**src/rtl/mac_accum.sv**
```systemverilog
// mac_accum: signed fixed-point multiply-accumulate over a configurable
// number of beats per neuron, delivering one saturated pre-activation
// result per neuron through a valid/ready handshake.
module mac_accum #(
    parameter int DataWidth = 16,
    parameter int FracBits  = 8,
    parameter int CntWidth  = 8
) (
    input  logic                 clk,
    input  logic                 rst,
    input  logic [CntWidth-1:0]  cfg_len,
    input  logic                 abort,
    input  logic                 in_valid,
    output logic                 in_ready,
    input  logic [DataWidth-1:0] in_data,
    input  logic [DataWidth-1:0] in_weight,
    output logic                 out_valid,
    input  logic                 out_ready,
    output logic [DataWidth-1:0] out_data,
    output logic                 out_sat
);

    // Wide enough that 2^CntWidth full-scale products never overflow.
    localparam int AccWidth = 2 * DataWidth + CntWidth;
    localparam int ProdWidth = 2 * DataWidth;

    localparam logic [1:0] S_IDLE = 2'd0;
    localparam logic [1:0] S_ACC  = 2'd1;
    localparam logic [1:0] S_OUT  = 2'd2;

    localparam logic [CntWidth-1:0] CntOne = 1;

    // Saturation bounds of the result format, expressed at accumulator width.
    localparam logic signed [AccWidth-1:0] SatMax =
        {{(AccWidth-DataWidth+1){1'b0}}, {(DataWidth-1){1'b1}}};
    localparam logic signed [AccWidth-1:0] SatMin =
        {{(AccWidth-DataWidth+1){1'b1}}, {(DataWidth-1){1'b0}}};

    logic [1:0]                  state;
    logic signed [AccWidth-1:0]  acc;
    logic [CntWidth-1:0]         cnt;
    logic [CntWidth-1:0]         len;

    logic signed [ProdWidth-1:0] data_ext;
    logic signed [ProdWidth-1:0] weight_ext;
    logic signed [ProdWidth-1:0] prod;
    logic signed [AccWidth-1:0]  prod_ext;
    logic signed [AccWidth-1:0]  acc_next;
    logic signed [AccWidth-1:0]  shifted;
    logic [CntWidth-1:0]         len_first;
    logic                        first;
    logic                        last;
    logic                        accept;
    logic                        aborting;

    // Ready is a function of state, abort, out_ready and reset only; never of in_valid.
    always_comb begin
        in_ready = 1'b0;
        if (rst) begin
            case (state)
                S_OUT:   in_ready = out_ready;
                default: in_ready = !abort;
            endcase
        end
    end

    assign accept   = in_valid && in_ready;
    assign aborting = (state == S_ACC) && abort;

    // Any beat accepted outside S_ACC opens a new neuron (including the
    // beat that rides along with an output handshake).
    assign first = (state != S_ACC);

    // Full-precision product, accumulate, shift and last-beat detection.
    always_comb begin
        data_ext   = {{DataWidth{in_data[DataWidth-1]}}, in_data};
        weight_ext = {{DataWidth{in_weight[DataWidth-1]}}, in_weight};
        prod       = data_ext * weight_ext;
        prod_ext   = {{CntWidth{prod[ProdWidth-1]}}, prod};
        acc_next   = first ? prod_ext : acc + prod_ext;
        shifted    = acc_next >>> FracBits;
        len_first  = (cfg_len == '0) ? CntOne : cfg_len;
        last       = first ? (len_first == CntOne) : ((cnt + CntOne) == len);
    end

    // State, accumulator, counters and registered result.
    always_ff @(posedge clk) begin
        if (!rst) begin
            state     <= S_IDLE;
            acc       <= '0;
            cnt       <= '0;
            len       <= '0;
            out_data  <= '0;
            out_sat   <= 1'b0;
            out_valid <= 1'b0;
        end else if (aborting) begin
            state <= S_IDLE;
            acc   <= '0;
            cnt   <= '0;
        end else if (accept) begin
            acc <= acc_next;
            if (first) begin
                len <= len_first;
                cnt <= CntOne;
            end else begin
                cnt <= cnt + CntOne;
            end
            if (last) begin
                state     <= S_OUT;
                out_valid <= 1'b1;
                if (shifted > SatMax) begin
                    out_data <= SatMax[DataWidth-1:0];
                    out_sat  <= 1'b1;
                end else if (shifted < SatMin) begin
                    out_data <= SatMin[DataWidth-1:0];
                    out_sat  <= 1'b1;
                end else begin
                    out_data <= shifted[DataWidth-1:0];
                    out_sat  <= 1'b0;
                end
            end else begin
                state     <= S_ACC;
                out_valid <= 1'b0;
            end
        end else if (state == S_OUT && out_ready) begin
            state     <= S_IDLE;
            out_valid <= 1'b0;
        end
    end

endmodule

```
**config.mk**
```make
export PLATFORM = sky130hd
export DESIGN_NAME = mac_accum
export DESIGN_NICKNAME = d
export VERILOG_FILES = /design/src/rtl/mac_accum.sv
export SDC_FILE = /design/constraint.sdc
export NUM_CORES = 1
export LEC_CHECK = 0
export BUFFER_PORTS_ARGS = -buffer_cell sky130_fd_sc_hd__buf_4
export CORE_ASPECT_RATIO = 1.5
export CORE_MARGIN = 5
export CORE_UTILIZATION = 35
export CTS_CLUSTER_SIZE = 14
export DETAILED_ROUTE_END_ITERATION = 10
export PLACE_DENSITY_LB_ADDON = 0.3
export SYNTH_ARGS = -nofsm -noshare
export SYNTH_HDL_FRONTEND = slang
export SYNTH_SLANG_ARGS = --single-unit
```
**constraint.sdc**
```tcl
create_clock -name clk -period 25.2 [get_ports clk]
set_clock_uncertainty 0.05 [all_clocks]
set_input_delay 7.56 -clock clk [delete_from_list [all_inputs] [get_ports clk]]
set_output_delay 7.56 -clock clk [all_outputs]
set_load 0.01 [all_outputs]
```
## After elaboration in Yosys (flattened, before gate mapping)

Index checks and enable logic that the tools add are counted.

- Bits in registers: 76
- Input bits: 45
- Output and inout port bits: 19
- Word-level logic and storage cells: 45

- Add/sub/neg operators: 2
- Multiply operators: 1
- $lt $le $gt $ge: 2
- Equality and inequality tests: 5
- Multiplexer cells: 16
- Bitwise logic cells: 2
- Reduce and logical (&&, ||, !) cells: 10

Operators by type and width:

| cell | number |
|---|---|
| adder 40 x 32 -> 40 bit | 1 |
| two-way mux 40 bit | 1 |
| greater-than comparator 32 x 16 -> 1 bit (second input constant) | 1 |
| less-than comparator 32 x 16 -> 1 bit (second input constant) | 1 |
| multiplier 16 x 16 -> 32 bit | 1 |
| two-way mux 16 bit | 2 |
| two-way mux 8 bit | 2 |
| adder 8 x 1 -> 8 bit (second input constant) | 1 |
| == test 8 x 1 -> 1 bit (second input constant) | 1 |
| == test 8 bit | 1 |
| logical NOT 8 bit | 1 |
| two-way mux 1 bit | 8 |
| two-way mux 2 bit | 3 |
| AND reduction 3 bit | 2 |
| logical AND 1 bit | 3 |
| == test 2 x 1 -> 1 bit (second input constant) | 1 |
| == test 2 bit (second input constant) | 1 |
| != test 2 x 1 -> 1 bit (second input constant) | 1 |
| NOT 1 bit | 2 |
| AND reduction 2 bit | 1 |
| nonzero test 2 bit | 1 |
| OR reduction 2 bit | 1 |
| logical NOT 1 bit | 1 |

## Logic depth before layout (Yosys ltp)

Gate-level depths: netlist (run 1).

- Depth after elaboration: 6
- Depth in mapped cells: 39
- Mapped depth without buffers: 36

## Least setup slack after synthesis (run 1)

Ideal clock, no wire load.

- Kind: input port to flip-flop
- Start point: in in_weight[7]
- End point: reg out_data[4]
- Library setup time: 0.070 ns
- Data arrival time: 15.991 ns
- Required time: 25.080 ns
- Slack: 9.090 ns
- Stages on the path: 36
- Path buffers: 3
- Cells stage by stage: clkbuf_1 > nand2_1 > fa_1 > inv_1 > fa_1 > inv_1 > fa_1 > inv_1 > fa_1 > fa_1 > inv_1 > fa_1 > inv_1 > ha_1 > a21o_1 > a221oi_2 > nand2_1 > o21ai_1 > a31oi_1 > or4_1 > a31oi_1 > xnor2_1 > ha_1 > clkbuf_1 > a21o_1 > a31oi_1 > nor3_1 > nor2_1 > o211ai_1 > a21oi_1 > xor2_1 > or4_1 > a2111oi_4 > buf_6 > o21ai_1 > a21oi_1

- Cells in the longest elaborated chain, start to end: 6
- Elaborated cells between the ends (all ways): 7
- Those cells by class: add/sub: 1; mul: 1; order compare: 2; mux: 3

RTL lines:

| element | RTL line | text |
|---|---|---|
| start: declaration | 16 | `input logic [DataWidth-1:0] in_weight,` |
| multiplier 16 x 16 -> 32 bit * | 78 | `prod = data_ext * weight_ext;` |
| adder 40 x 32 -> 40 bit | 80 | `acc_next = first ? prod_ext : acc + prod_ext;` |
| two-way mux 40 bit * | 80 |  |
| less-than comparator 32 x 16 -> 1 bit | 114 | `end else if (shifted < SatMin) begin` |
| two-way mux 16 bit | 114 |  |
| two-way mux 16 bit * | 111 | `if (shifted > SatMax) begin` |
| end signal: assignment | 112 | `out_data <= SatMax[DataWidth-1:0];` |
| end signal: assignment | 115 | `out_data <= SatMin[DataWidth-1:0];` |
| end signal: assignment | 118 | `out_data <= shifted[DataWidth-1:0];` |
| end: declaration | 19 | `output logic [DataWidth-1:0] out_data,` |

Every way passes the cells marked *; elsewhere a longest branch is shown, timed or not.
A chain may end at the register's enable or synchronous reset.

## Worst setup path after layout (run 1)

- Start point: in in_weight[1]
- End point: reg out_data[0]

The elaborated chain is that of the path after synthesis.

==> flow_summary.toml, run 1 <==
[die]
die_y_um = 269
core_um2 = 44600
io_pins = 64
die_w_um = 183
start_util = 0.352
rows = 95
dieArea_um2 = 49300

[synth]
synth_ff_type = "dfxtp_1"
yosysMostFrequentCell = "inv_1"
yosys_register_bits = 76
ys_async_sr_fraction = 0
synth_edf_count = 0
syn_area_per_cell_um2 = 8.34
synth_area_um2 = 15700
syn_inst = 1884
ys_warn_count = 0
synth.area.top_cells = "fa_1 34%, ha_1 9.8%, dfxtp_1 9.7%, inv_1 7.5%, nand2_1 5.9%"
yosysSeqAreaShare = 0.0969
synth_top_area_cell = "fa_1"
synth_commonest_cells = "314 x inv_1, 263 x fa_1, 245 x nand2_1"
synth_cell_types = 85
syn_nets = 2315
synth_top_area_share = 0.335

[sta]
final.min_clock_period_ns = 16.90
setup_violations = 0
worst_pin_slew_ns = 1.02
max_freq_ghz = 0.0592
totalNegativeSetupSlack_ns = 0
rsz0062_at_grt = "no"
drv_slew = 0
slew_headroom = 0.319
min_period_over_period = 0.671
finalHoldViolCount = 0

[clocking]
clkTransAtPathRegs_ns = 0.06
root_buffer = "clkbuf_16"
h-tree-depth = 3
max-clock-path-buffers = 2
cts_tree = "yes"
postCtsHoldBufs = 0
clock_sinks = 76
clock_latency_ns = 0.34
cts_resized = 0
postCtsSetupBuffers = 0
cts_buffers = 9

[worst_setup_path]
cp.arrival_ns = 17.13
cp-end-kind = "flop"
ff2ff_setup_slack_ns = 20.56
rr_endpoint = "out_data[0]"
r2r-start = "acc[0]"
start_kind = "input port"
required_ns = 25.42
cp_common_cell = "fa_1"
worstSetupPathType = "in -> reg"
slowest_delay_ns = 0.85
crit_fanout = 16
rr_worst_depth = 14
crit_slowest_cell = "a2111oi_4"

[layout]
nFillCells = 4587
layout-drive-gt1-share = 0.0648
fin_nets = 2309
area_delta_synth_final_pct = 7.73
diodes = 0

[routing]
postRouteAntennaNets = 0
wl_per_cell_um = 16.1
detail_route.first_pass.iterations = 5
routed_wl_mm = 39.7
drc = 0
first_iter_violations = 516
vias = 12510
via_per_inst = 5.08

[global_routing]
grt_pass1_wl_mm = 68.2
grt_remaining_overflow = 0
grt_pass1_vias = 13365
grt_max_degree = 61
antenna_found_initial = 0
grt_usage = 0.166

[worst_hold_path]
hold-path-cell-count = 2
hold_class = "reg -> reg"
worstHoldStart = "acc[27]"
min_to = "acc[27]"

[placement]
io_buffers = 63
place.gp.congestion = 0.859
place_hpwl_mm = 32.7

[flow_run]
drv_cap = 0

[run_status]
outcome = "finished clean"
## area by class of cell
class                           instances  area [µm²]  area share
Multi-Input combinational cell       1408       12700       0.748
Clock inverter                          5        58.8     0.00347
Inverter                              314        1180      0.0696
Timing Repair Buffer                   69         518      0.0306
Sequential cell                        76        1520      0.0899
Tap cell                              582         728      0.0430
Clock buffer                           11         253      0.0149
## per-stage QoR
| stage | hold WS (ns) | instances | setup WS (ns) | utilization | area (µm²) |
|---|---|---|---|---|---|
| after floorplan | 0.386 | 1884 | 9.09 | - | 15700 |
| after global placement | 0.393 | 2449 | 8.13 | 0.373 | 16600 |
| after detailed placement | 0.404 | 2449 | 7.98 | 0.373 | 16600 |
| after CTS | 0.414 | 2465 | 8.28 | 0.380 | 16900 |
| after global routing | 0.438 | 2465 | 7.66 | 0.380 | 16900 |
| final | 0.410 | 2465 | 8.30 | 0.380 | 16900 |
## worst max-delay path: cells and delay by family
kind	cells	cell delay, ns
AND/OR/NAND/NOR	5	1.03
adder cells (fa/ha/maj)	8	4.06
AO/OA/AOI/OAI	12	3.08
XOR/XNOR	2	0.67
buffers and inverters	6	0.70
## state kept, by name, summed over array words and instances, names as in the netlist
signal,cells
acc,40
out_data,16
cnt,8
len,8
state,2
out_sat,1
out_valid,1
## layer usage
metal  vias to the layer above  routed length, µm  track usage
met1                      6208              17000        0.212
met5                         -                  0            0
met4                         0                851       0.0439
met3                        56               1330       0.0124
li1                       6008                  -            -
met2                       238              20500        0.299
## how the worst max path moves through the flow
stage	startpoint	to	slack, ns	cells after the start
floorplan	in_weight[7]	out_data[4]	9.09	36
global placement	in_weight[1]	out_data[13]	8.13	33
detailed placement	in_weight[1]	out_data[0]	7.98	33
CTS	in_weight[1]	out_data[0]	8.28	33
global route	in_weight[1]	out_data[0]	7.66	33
finish	in_weight[1]	out_data[0]	8.30	33
## placed cells by master, fill, tap and decap left out, drive strengths merged, types with 6 or more instances in the layout
cell,n
inv,315
fa,263
nand2,246
and2,126
ha,123
a21oi,115
o21ai,96
nor2,95
dfxtp,76
buf,69
xnor2,46
xor2,32
a21o,23
nand3,22
a211oi,21
nor3,20
nand2b,17
nand4,12
o21a,11
a21boi,11
clkbuf,11
o211ai,10
and3,9
a31oi,9
nor2b,8
mux2i,7
o22ai,6
## kinds of logic after synthesis
| group | synth area share |
|---|---|
| buf+inv | 0.0976 |
| xor+xnor | 0.0444 |
| mux | 0.00518 |
| compound gates | 0.147 |
| fa+ha+maj | 0.433 |
| simple gates | 0.175 |
| flops | 0.0969 |
Power of run 1 is not shown: default switching activity piles up to over one toggle a cycle in this logic, so the estimate is an artifact.
==> run 2, diff against run 1 <==
--- a/config.mk
+++ b/config.mk
@@ -5,6 +5,7 @@
 export SDC_FILE = /design/constraint.sdc
 export NUM_CORES = 1
 export LEC_CHECK = 0
+export ABC_AREA = 1
 export BUFFER_PORTS_ARGS = -buffer_cell sky130_fd_sc_hd__buf_4
 export CORE_ASPECT_RATIO = 1.5
 export CORE_MARGIN = 5
==> constraint.sdc (replaced) <==
create_clock -name clk -period 14.5 [get_ports clk]
set_clock_uncertainty 0.05 [all_clocks]
set_input_delay 4.35 -clock clk [delete_from_list [all_inputs] [get_ports clk]]
set_output_delay 4.35 -clock clk [all_outputs]
set_load 0.01 [all_outputs]
==> run 2 against run 1 <==
Synthesized cell count is 43% higher. Final area is 13% higher. Register-to-register slack worse by 9.6 ns. Clock-buffer cell count is 1 lower. Cell count increased by 37%. Critical path type unchanged. Non-clock buffer count is the same. Global-route usage grew 2.2 points. Sequential share of layout area decreased by 1.1 points. Via count is 24% higher.
==> flow_summary.toml, run 2 <==
[sta]
rsz0062_at_grt = "no"
finalHoldViolCount = 0
slew_headroom = 0.345
worst_pin_slew_ns = 0.979
setup_violations = 0
min_period_over_period = 0.846
final.min_clock_period_ns = 12.27
drv_slew = 0
totalNegativeSetupSlack_ns = 0
fin_ws_ns = 2.23
max_freq_ghz = 0.0815

[synth]
synth_edf_count = 0
synth_area_um2 = 17900
synth-simple-area-share = 0.276
synth_xor_area_frac = 0.0269
yosysSeqAreaShare = 0.0851
synth-compound-area-share = 0.0584
synth.area.top_cells = "fa_1 29%, nand2_1 17%, inv_1 15%, ha_1 8.6%, dfxtp_1 8.5%"
yosys_register_bits = 76
synth_commonest_cells = "809 x nand2_1, 724 x inv_1, 263 x fa_1"
synth_top_area_share = 0.295
synth_fa_ha_area_frac = 0.381
synth_top_area_cell = "fa_1"
ys_async_sr_fraction = 0
ys_warn_count = 0
syn_area_per_cell_um2 = 6.62
synth_cell_types = 41
synth_ff_type = "dfxtp_1"
muxShareOfSynthArea = 0
syn_inst = 2701
synth_top_family_by_area = "adder cells"
yosysMostFrequentCell = "nand2_1"
syn_nets = 3132

[clocking]
clock_latency_ns = 0.38
root_buffer = "clkbuf_16"
clock_sinks = 76
postCtsHoldBufs = 0
h-tree-depth = 3
postCtsSetupBuffers = 0
cts_buffers = 9
cts_resized = 0
cts_tree = "yes"
clkTransAtPathRegs_ns = 0.07
max-clock-path-buffers = 2

[layout]
fin_util = 0.379
final_cell_mix = "809 x nand2_1, 724 x inv_1, 263 x fa_1"
nFillCells = 5568
regMostFlops = "acc"
area_delta_synth_final_pct = 7.43
largest_register_ffs = 40
diodes = 0
layout_commonest_cell = "nand2_1"
seqCellArea_um2 = 1520
layout-drive-gt1-share = 0.0607
fin_nets = 3126
largestRegisters = "acc x40, out_data x16"
multi_input_area_um2 = 13300

[die]
dieArea_um2 = 55800
start_util = 0.353
io_pins = 64
die_w_um = 195
core_um2 = 50700
rows = 101
die_y_um = 287

[worst_hold_path]
hold_class = "reg -> reg"
worstHoldStart = "len[0]"
min_to = "len[0]"
hold-path-cell-count = 2

[placement]
place_hpwl_mm = 43.5
post-place-ws_ns = 1.86
io_buffers = 63
place.gp.congestion = 1.00

[worst_setup_path]
cp.arrival_ns = 12.48
slowest_delay_ns = 0.56
crit_slowest_cell = "fa_1"
rr_endpoint = "out_data[4]"
r2r-start = "state[1]"
crit_fanout = 16
start_kind = "input port"
ff2ff_setup_slack_ns = 10.96
required_ns = 14.71
worstSetupPathType = "in -> reg"
cp_common_cell = "nand2_1"
cp-end-kind = "flop"
rr_worst_depth = 14

[routing]
wl_per_cell_um = 15.0
first_iter_violations = 576
vias = 15530
via_per_inst = 4.61
detail_route.first_pass.iterations = 4
postRouteAntennaNets = 0
drc = 0
routed_wl_mm = 50.6

[global_routing]
grt_max_degree = 44
antenna_found_initial = 0
grt_remaining_overflow = 0
grt_pass1_vias = 16530
grt_pass1_wl_mm = 84.5
grt_usage = 0.187

[flow_run]
drv_cap = 0

[run_status]
outcome = "finished clean"
## run 2: layout make-up
cell class,instances,share of cell area
Clock buffer,10,0.0124
Inverter,732,0.143
Tap cell,669,0.0436
Clock inverter,6,0.00404
Timing Repair Buffer,69,0.0270
Multi-Input combinational cell,1807,0.691
Sequential cell,76,0.0792
## run 2: per-layer routing
metal  GRT usage  part of all wire  wire, µm  vias up
met5           0                 0         0        -
met1       0.213              0.40     20200     7326
li1            -                 -         -     7844
met4      0.0788             0.043      2200        0
met3      0.0150             0.023      1190      103
met2       0.358              0.53     27000      257
## run 2: cells by family after synthesis
logic type,count (synthesis)
simple gates,1182
flops,76
compound gates,184
xor+xnor,55
fa+ha+maj,386
buf+inv,818
## run 2: worst max-delay path, delay by kind of cell
| kind | cells | cell delay [ns] |
|---|---|---|
| AND/OR/NAND/NOR | 21 | 2.67 |
| XOR/XNOR | 1 | 0.30 |
| AO/OA/AOI/OAI | 3 | 0.79 |
| buffers and inverters | 7 | 0.52 |
| adder cells (fa/ha/maj) | 8 | 3.84 |
## run 2: how the worst max path moves through the flow
stage / start / cells after the start / slack (ns) / to
after detailed placement: in_weight[6] / 40 / 1.86 / out_data[4]
final: in_weight[6] / 40 / 2.23 / out_data[4]
after CTS: in_weight[6] / 40 / 2.23 / out_data[4]
after global routing: in_weight[1] / 40 / 1.65 / out_data[1]
after global placement: in_data[5] / 40 / 1.86 / out_data[4]
after floorplan: in_weight[7] / 42 / 3.08 / out_data[10]
## run 2: stage by stage
stage                     cells  hold WS, ns  area [µm²]
after global placement     3353        0.413       18900
after global routing       3369        0.461       19200
after detailed placement   3353        0.419       18900
final                      3369        0.428       19200
after floorplan            2701        0.392       17900
after CTS                  3369        0.429       19200
Power of run 2 is left out for the same reason.
==> run 3, diff against run 2 <==
==> constraint.sdc (replaced) <==
create_clock -name clk -period 11.2 [get_ports clk]
set_clock_uncertainty 0.05 [all_clocks]
set_input_delay 3.36 -clock clk [delete_from_list [all_inputs] [get_ports clk]]
set_output_delay 3.36 -clock clk [all_outputs]
set_load 0.01 [all_outputs]
==> run 3 against run 2 <==
Global-route usage increased by 0.79 points. Non-clock buffer count increased by 224. Critical path depth increased by 4. Cell count increased by 6.6%. Routed wire length increased by 6.1%. Register-to-register slack got worse by 3.2 ns. Sequential share of layout area decreased by 0.75 points. Flip-flop and latch count unchanged. First-iteration DRC count increased by 25%. Via count increased by 5.3%. Worst setup slack got worse by 1.9 ns. Die area unchanged. Critical endpoint is now out_data[2].
==> flow_summary.toml, run 3 (same netlist as run 2, synthesis figures left out) <==
[worst_setup_path]
slowest_delay_ns = 0.56
rr_worst_depth = 20
worst-path-buf-inv = 13
cp-end-kind = "flop"
r2r-start = "acc[0]"
crit_family = "adder cells"
start_kind = "input port"
crit_slowest_cell = "fa_1"
worstSetupPathType = "in -> reg"
cp.arrival_ns = 11.09
rr_endpoint = "out_data[2]"
required_ns = 11.45
crit_fanout = 15
ff2ff_setup_slack_ns = 7.80

[die]
die_y_um = 287
io_pins = 64
rows = 101
dieArea_um2 = 55800
die_w_um = 195
core_um2 = 50700
start_util = 0.353

[routing]
drc = 0
routed_wl_mm = 53.7
postRouteAntennaNets = 0
first_iter_violations = 720
detail_route.first_pass.iterations = 5
via_per_inst = 4.55
vias = 16355
wl_per_cell_um = 14.9

[sta]
totalNegativeSetupSlack_ns = 0
final.min_clock_period_ns = 10.84
rsz0062_at_grt = "no"
max_freq_ghz = 0.0922
min_period_over_period = 0.968
drv_slew = 0
slew_headroom = 0.359
setup_violations = 0
finalHoldViolCount = 0
worst_pin_slew_ns = 0.957

[clocking]
root_buffer = "clkbuf_16"
cts_buffers = 9
clkTransAtPathRegs_ns = 0.07
cts_tree = "yes"
h-tree-depth = 3
clock_sinks = 76
max-clock-path-buffers = 2
clock_latency_ns = 0.36

[layout]
nFillCells = 5454
final_cell_mix = "801 x nand2_1, 721 x inv_1, 287 x buf_4"
layout_commonest_cell = "nand2_1"
diodes = 0
regMostFlops = "acc"
area_delta_synth_final_pct = 18.7
layout-drive-gt1-share = 0.150
largestRegisters = "acc x40, out_data x16"
fin_util = 0.419
fin_nets = 3350
multi_input_area_um2 = 13500
postLayoutCellArea_um2 = 21200
seqCellArea_um2 = 1520
largest_register_ffs = 40

[worst_hold_path]
hold_class = "reg -> reg"
worstHoldStart = "len[3]"
hold-path-cell-count = 2
min_to = "len[3]"

[placement]
placed_cell_area_um2 = 20600
place_hpwl_mm = 47.2
place.gp.congestion = 1.00
io_buffers = 63

[global_routing]
grt_pass1_wl_mm = 88.0
grt_remaining_overflow = 0
grt_max_degree = 47
antenna_found_initial = 0
grt_usage = 0.195
grt_pass1_vias = 17323

[flow_run]
drv_cap = 0

[run_status]
outcome = "finished clean"
-- run 3: cell types whose count changed in the layout (fill, tap and decap cells not counted), moves of 7 or more --
cell / previous run / this run
ha_4: 0 / 7
nand2_1: 809 / 801
nor2_2: 25 / 39
nor2_1: 153 / 136
ha_1: 123 / 110
buf_4: 69 / 287
nand2_2: 15 / 22
-- run 3: worst max path at each step --
stage | from | to | depth (start not counted)
after floorplan | in_weight[7] | out_data[10] | 42
after global placement | in_data[15] | out_data[0] | 42
after detailed placement | in_data[15] | out_data[0] | 42
after CTS | in_weight[15] | out_data[14] | 42
after global routing | in_data[7] | out_data[2] | 45
final | in_data[15] | out_data[2] | 44
-- run 3: cell type report --
class                      instances  share of cell area
inverter                         732               0.130
clock inverter                     7             0.00442
multi-input combinational       1807               0.637
clock buffer                       9              0.0106
tap                              669              0.0395
sequential                        76              0.0717
timing repair buffer             293               0.107
-- run 3: metal layers --
layer	global-route usage	routed length, µm	part of all wire	up-vias
met2	0.384	29400	0.55	281
li1	-	-	-	8301
met1	0.216	20900	0.39	7669
met3	0.0117	999	0.019	104
met5	0	0	0	-
met4	0.0788	2450	0.046	0
-- run 3: what timing repair did --
item	in CTS	in global routing
resized for setup	1	62
pin swaps	0	12
setup endpoints to repair	1	16
setup buffers	0	2
endpoints found under the hold margin	0	0
hold buffers	0	0
-- run 3: worst reg2reg max path: cells and delay by family (launching register included) --
family	cells	cell delay [ns]
AND/OR/NAND/NOR	17	2.02
adder cells (fa/ha/maj)	2	0.80
flip-flops	1	0.32
buffers and inverters	1	0.15
-- run 3: per-stage QoR --
step / setup slack [ns] / hold slack [ns] / std cells
finish: 0.360 / 0.420 / 3593
global route: 0.00399 / 0.442 / 3593
CTS: 0.0353 / 0.425 / 3591
detailed placement: -0.345 / 0.414 / 3575
global placement: -0.383 / 0.403 / 3575
floorplan: 0.766 / 0.392 / 2701
Power of run 3 is left out for the same reason.
